--- config.mk ---
export PLATFORM = sky130hd
export DESIGN_NAME = pipe_skid_fifo
export DESIGN_NICKNAME = d
export VERILOG_FILES = /design/src/rtl/pipe_skid_fifo.sv
export SDC_FILE = /design/constraint.sdc
export NUM_CORES = 1
export LEC_CHECK = 0
export ABC_AREA = 1
export ABC_CLOCK_PERIOD_IN_PS = 2200
export CAP_MARGIN = 20
export CORE_ASPECT_RATIO = 1.2
export CORE_MARGIN = 10
export CORE_UTILIZATION = 43
export DETAILED_ROUTE_END_ITERATION = 10
export GPL_TIMING_DRIVEN = 0
export PLACE_DENSITY_LB_ADDON = 0.12
export SLEW_MARGIN = 25
export SYNTH_ARGS = -nofsm -noshare
export SYNTH_HDL_FRONTEND = slang
export SYNTH_SLANG_ARGS = --single-unit
--- constraint.sdc ---
create_clock -name clk -period 2.2 [get_ports clk]
set_clock_uncertainty 0.15 [all_clocks]
set_input_delay 0.55 -clock clk [delete_from_list [all_inputs] [get_ports clk]]
set_output_delay 0.55 -clock clk [all_outputs]
set_load 0.02 [all_outputs]
--- src/rtl/pipe_skid_fifo.sv ---
// Elastic valid/ready FIFO with registered o_ready; successor to the two-entry skid buffer.
// Optional synchronous flush enabled by defining PIPE_SKID_FIFO_FLUSH_EN.
module pipe_skid_fifo #(
  parameter  int DATA_W = 32,
  parameter  int DEPTH  = 2,
  localparam int CNT_W  = $clog2(DEPTH + 1)
) (
  input  logic              clk,
  input  logic              rstn,
  input  logic [DATA_W-1:0] i_data,
  input  logic              i_valid,
  output logic              o_ready,
  output logic [DATA_W-1:0] o_data,
  output logic              o_valid,
  input  logic              i_ready,
  output logic [CNT_W-1:0]  o_count
`ifdef PIPE_SKID_FIFO_FLUSH_EN
  ,
  input  logic              i_flush
`endif
);

  localparam int PTR_W = (DEPTH > 1) ? $clog2(DEPTH) : 1;
  localparam logic [PTR_W-1:0] LAST_PTR = PTR_W'(DEPTH - 1);
  localparam logic [CNT_W-1:0] FULL_CNT = CNT_W'(DEPTH);

  logic [DATA_W-1:0] mem [DEPTH];
  logic [PTR_W-1:0]  wr_ptr;
  logic [PTR_W-1:0]  rd_ptr;
  logic [CNT_W-1:0]  count;
  logic [CNT_W-1:0]  count_next;
  logic              push;
  logic              pop;
  logic              flush;

`ifdef PIPE_SKID_FIFO_FLUSH_EN
  assign flush = i_flush;
`else
  assign flush = 1'b0;
`endif

  // o_valid comes only from the count flop, so pop never depends on i_valid.
  assign o_valid = (count != '0);
  assign o_data  = mem[rd_ptr];
  assign o_count = count;
  assign push    = i_valid && o_ready;
  assign pop     = o_valid && i_ready;

  always_comb begin
    count_next = count;
    if (push && !pop) begin
      count_next = count + CNT_W'(1);
    end else if (!push && pop) begin
      count_next = count - CNT_W'(1);
    end
  end

  // NOTE: sequential state uses non-blocking assignments so every flop samples pre-edge values.
  always_ff @(posedge clk or negedge rstn) begin
    if (!rstn) begin
      wr_ptr  <= '0;
      rd_ptr  <= '0;
      count   <= '0;
      o_ready <= 1'b0;
    end else if (flush) begin
      wr_ptr  <= '0;
      rd_ptr  <= '0;
      count   <= '0;
      o_ready <= 1'b1;
    end else begin
      if (push) wr_ptr <= (wr_ptr == LAST_PTR) ? '0 : wr_ptr + PTR_W'(1);
      if (pop)  rd_ptr <= (rd_ptr == LAST_PTR) ? '0 : rd_ptr + PTR_W'(1);
      count   <= count_next;
      // Registered from next occupancy only; no path from i_ready to o_ready this cycle.
      o_ready <= (count_next < FULL_CNT);
    end
  end

  // NOTE: storage has no reset; count gates o_valid so stale contents are never exposed.
  always_ff @(posedge clk) begin
    if (push) mem[wr_ptr] <= i_data;
  end

endmodule

**Word level (Yosys, flattened, before mapping)**

Memories as Yosys holds them, arrays and structs flattened.
Cells that the tools add are included.

- Register bits after elaboration: 5
- Memory bits (writable): 64
- Input bits: 36
- Output and inout bits: 36
- Logic and storage cells: 23
- Memories kept: 1

- Add/sub/neg operators: 4
- $lt $le $gt $ge: 1
- Multiplexer cells: 6
- Reduce and logical (&&, ||, !) cells: 7

Memory list:

| name | words | width | rd ports | clocked after Yosys merged registers in | write ports | line | source |
|---|---|---|---|---|---|---|---|
| mem | 2 | 32 | 1 | 0 | 1 | 27 | `logic [DATA_W-1:0] mem [DEPTH];` |

Operators with widths:

| kind | number |
|---|---|
| $logic_and 1x1->1 | 4 |
| $mux 1 | 4 |
| $mux 2 | 2 |
| $add 1x1->1 const B | 2 |
| $add 2x1->2 const B | 1 |
| $logic_not 1->1 | 2 |
| $lt 2x2->1 const B | 1 |
| $reduce_bool 2->1 | 1 |
| $sub 2x1->2 const B | 1 |

**Depth between registers and ports, before layout**

- Depth after elaboration: 6
- Gate-level depth with buffers: 10
- Gate-level depth less buffers: 10

**Worst setup path after synthesis**

OpenSTA, ideal clock, no wires.

- Kind: input to register
- From: input port i_valid
- To: memory mem[0][0], enable pin
- Setup time: 0.421 ns
- Arrival time: 2.042 ns
- Data required time: 1.629 ns
- Setup slack: -0.413 ns
- Stages on the path: 2
- Path buffers: 0
- Path through: nand2_1 nor2_1

- Longest elaborated chain between the ends: 3

RTL lines:

| item | line | source |
|---|---|---|
| from (decl) | 11 | `input logic i_valid,` |
| $logic_and 1x1->1 | 46 | `assign push = i_valid && o_ready;` |
| $mux 1 | 81 | `if (push) mem[wr_ptr] <= i_data;` |
| $mux 1 (not written as such) | 81 |  |
| to (decl) | 27 |  |

Every way passes these cells.

**Final worst setup path**

- From: register rd_ptr
- To: output port o_data[13]

- Longest elaborated chain between the ends: 1

RTL lines:

| item | line | source |
|---|---|---|
| from (decl) | 29 | `logic [PTR_W-1:0] rd_ptr;` |
| from (signal assigned) | 72 | `if (pop) rd_ptr <= (rd_ptr == LAST_PTR) ? '0 : rd_ptr + PTR_W'(1);` |
| $mem_v2 2x32 | n/a |  |
| to (decl) | 13 | `output logic [DATA_W-1:0] o_data,` |

Every way passes these cells.

==> metrics.md <==
| Metric | Value |
|---|---|
| Synth top cells by count | nand2_1, edfxtp_1, inv_1, nand2_2, dfrtp_1 |
| RSZ-0062 raised after global routing | false |
| Post-DP HPWL | 3.95 mm |
| Reg-to-reg slack, setup | 510 ps |
| Critical R2R Launch | o_ready$_DFF_PN0_ |
| Final Hold Viols | 0 |
| Critical Path End | o_data[13] |
| Worst r2r dst | mem[0][14]$_DFFE_PP_ |
| Port Buffers | 71 |
| Hold crit path type | in -> async |
| Complex-gate fraction of the synthesized area | 0.374% |
| Syn avg cell area | 13.2 um^2 |
| Worst skew pair latency | 330 ps |
| Slew Viols, Final | 0 |
| PD cells | 1350 nW/um^2 |
| Final GP Congestion | 0.709 |
| Top-area cell type share of the netlist area | 71.8% |
| IO Pins | 72 |
| Largest net degree at the start of global routing | 20 |
| Diode count | 0 |
| Simple-Gate Fraction of Synth Area | 16.3% |
| Post-synth top area cell | edfxtp_1 |
| Die Y-Extent | 106 um |
| Max Clk Rate | 0.471 GHz |
| Number of fill cells in the layout | 513 |
| Starting density of the core | 44.3% |
| Setup violators final | 0 |
| Mapped Nets | 242 |
| Area grow syn2layout | 35.4% |
| Unique cell type count in the Yosys netlist | 15 |
| DRC | 0 |
| Critical Path RT | 1500 ps |
| Synth Area in Adders | 1.40% |
| Synth Cell Area | 2680 um^2 |
| Post-synth EDFFs | 64 |
| Synth Flop Type | edfxtp_1 |
| Post-DRT Antenna Nets | 0 |
| Post-synthesis register bit count | 69 |
| CP startpoint | rd_ptr$_DFFE_PN0P_ |
| Area of the die | 9800 um^2 |
| VDD IR max | 0.000729 V |
| Kind of critical path | reg -> out |
| Max H-tree Level | 3 |
| DR vias | 1661 |
| Syn Inst Count | 203 |
| Wire per inst | 14.8 um |
| Worst slew margin | 66.2% |
| Clock transition at path regs | 70 ps |
| Most common cell in the netlist | nand2_1 |
| Largest family of logic cells by synthesized area | simple AND/OR/NAND/NOR gates |
| Post-Synth XOR/XNOR Area | 0.654% |
| Outcome | complete, no violations |
| # clock sinks | 69 |
| CTS tree | yes |
| WL final | 5.54 mm |
| DRT iter0 DRCs | 92 |
| Drt via density | 4.44 |
| Total congestion overflow | 0 |
| Max FO, Critical Path | 10 |
| Area contributors post-synth | edfxtp_1, nand2_1, dfrtp_1, nand2_2, buf_6 |
| First-pass GRT wire length | 9.00 mm |
| Sequential share of the synthesized area | 76.4% |
| Vias in the first global route | 1827 |
| Initial antenna violation count | 0 |
| Clock buffer depth | 2 |
| Core area | 6050 um^2 |
| Lkg Pwr | 1.52 nW |
| CTS root buffer | clkbuf_8 |
| Tcrit/Tclk final | 96.5% |
| DIE WIDTH | 92.0 um |
| Hold WS | 302 ps |
| CTS Buf Count | 9 |
| Minimum clock period | 2120 ps |
| Crit path DAT | 1420 ps |
| Asr flop ratio synth | 7.25% |
| Share of cells above drive strength 1 | 22.3% |
| Worst setup SP type | flip-flop |
| GRT Total Usage | 11.9% |
| Synth Warn # | 0 |
| Post-synthesis mux area share | 0% |
| Max_cap viols | 0 |
| Worst-margin pin slew | 506 ps |
| Post-layout power | 4.89 mW |
| Reg2reg path depth | 3 |
| Final net count | 326 |
| Crit. End Element | output port |
| Drt pass-1 iters | 4 |
| Num rows | 31 |
cell type report:
cell class	count	area [um^2]	area share (%)
sequential	69	2050	56.5
timing repair buffer	73	624	17.2
multi-input combinational	116	517	14.3
clock buffer	10	128	3.52
tap	82	103	2.83
buffer	7	80.1	2.21
clock inverter	6	77.6	2.14
inverter	11	48.8	1.35
worst max-delay path: stages, from the launching register on:
cell and delay, ps:
dfrtp_1 370, buf_6 140, inv_8 80, buf_6 140, nand2_1 60, nand2_1 50
clkdlybuf4s15_2 260
per-layer routing:
| layer | GRT usage (%) | vias to the layer above | wire [um] |
|---|---|---|---|
| met4 | 6.07 | 0 | 88 |
| met3 | 4.64 | 12 | 342 |
| met2 | 20.8 | 51 | 2950 |
| met5 | 0 | - | 0 |
| met1 | 12.0 | 760 | 2150 |
| li1 | - | 838 | - |
kinds of logic (layout without fill, tap and decap cells):
kind of cell | after synthesis | count (layout)
XOR/XNOR | 2 | 2
AO/OA/AOI/OAI | 2 | 2
flip-flops | 69 | 69
AND/OR/NAND/NOR | 109 | 109
buffers and inverters | 18 | 107
adder cells (fa/ha/maj) | 3 | 3
report_power, final:
group / total, mW / switching (mW) / internal, mW / leakage (nW)
clock: 1.05 / 0.427 / 0.627 / 0.105
combinational: 2.01 / 1.28 / 0.724 / 0.763
sequential: 1.83 / 0.0784 / 1.75 / 0.650
registers in the layout (all words and copies together) (netlist names), named ones only:
name,count
rd_ptr,1
wr_ptr,1
mem,64
o_count,1
o_ready,1
metrics by stage:
step           instances  util (%)  setup TNS (ps)  setup WS [ps]  area [um^2]
2_1_floorplan        203         -          -26440           -413         2680
4_1_cts              374      62.4               0          0.212         3770
5_1_grt              374      59.9               0           3.85         3620
6_report             374      59.9               0           76.1         3620
3_5_place_dp         358      58.9           -6040           -162         3560
3_3_place_gp         356      57.7         -108590          -1700         3490
timing repair:
item | CTS | global route
pin swaps | 0 | 0
setup buffers | 0 | 0
hold endpoints to repair | 0 | 0
setup endpoints to repair | 33 | 28
gates resized for setup | 72 | 30
hold buffers | 0 | 0
cell usage in the layout (no fill, tap or decap), types with 2 or more instances in the layout:
| cell type | instances |
|---|---|
| nand2_1 | 94 |
| edfxtp_1 | 64 |
| clkdlybuf4s50_1 | 38 |
| clkbuf_2 | 19 |
| inv_1 | 10 |
| nand2_2 | 10 |
| clkbuf_8 | 9 |
| buf_2 | 9 |
| dfrtp_1 | 5 |
| buf_6 | 4 |
| ha_1 | 3 |
| dlygate4sd2_1 | 3 |
| buf_4 | 2 |
| nor2_4 | 2 |
| xor2_1 | 2 |
| nand3_1 | 2 |
| bufinv_16 | 2 |
| clkinv_1 | 2 |
| clkinv_2 | 2 |
| buf_16 | 2 |
| clkdlybuf4s15_2 | 2 |
worst min-delay path by stage:
stage               startpoint                end  slack (ps)  cells after the start
finish                    rstn          async pin         300                      1
global route              rstn  o_ready$_DFF_PN0_         290                      1
CTS                       rstn  o_ready$_DFF_PN0_         300                      1
detailed placement   flip-flop          flip-flop         350                      2
global placement     flip-flop          flip-flop         340                      2
floorplan                 rstn          async pin         100                      0
Note: power is estimated with default switching activity, not from simulation.
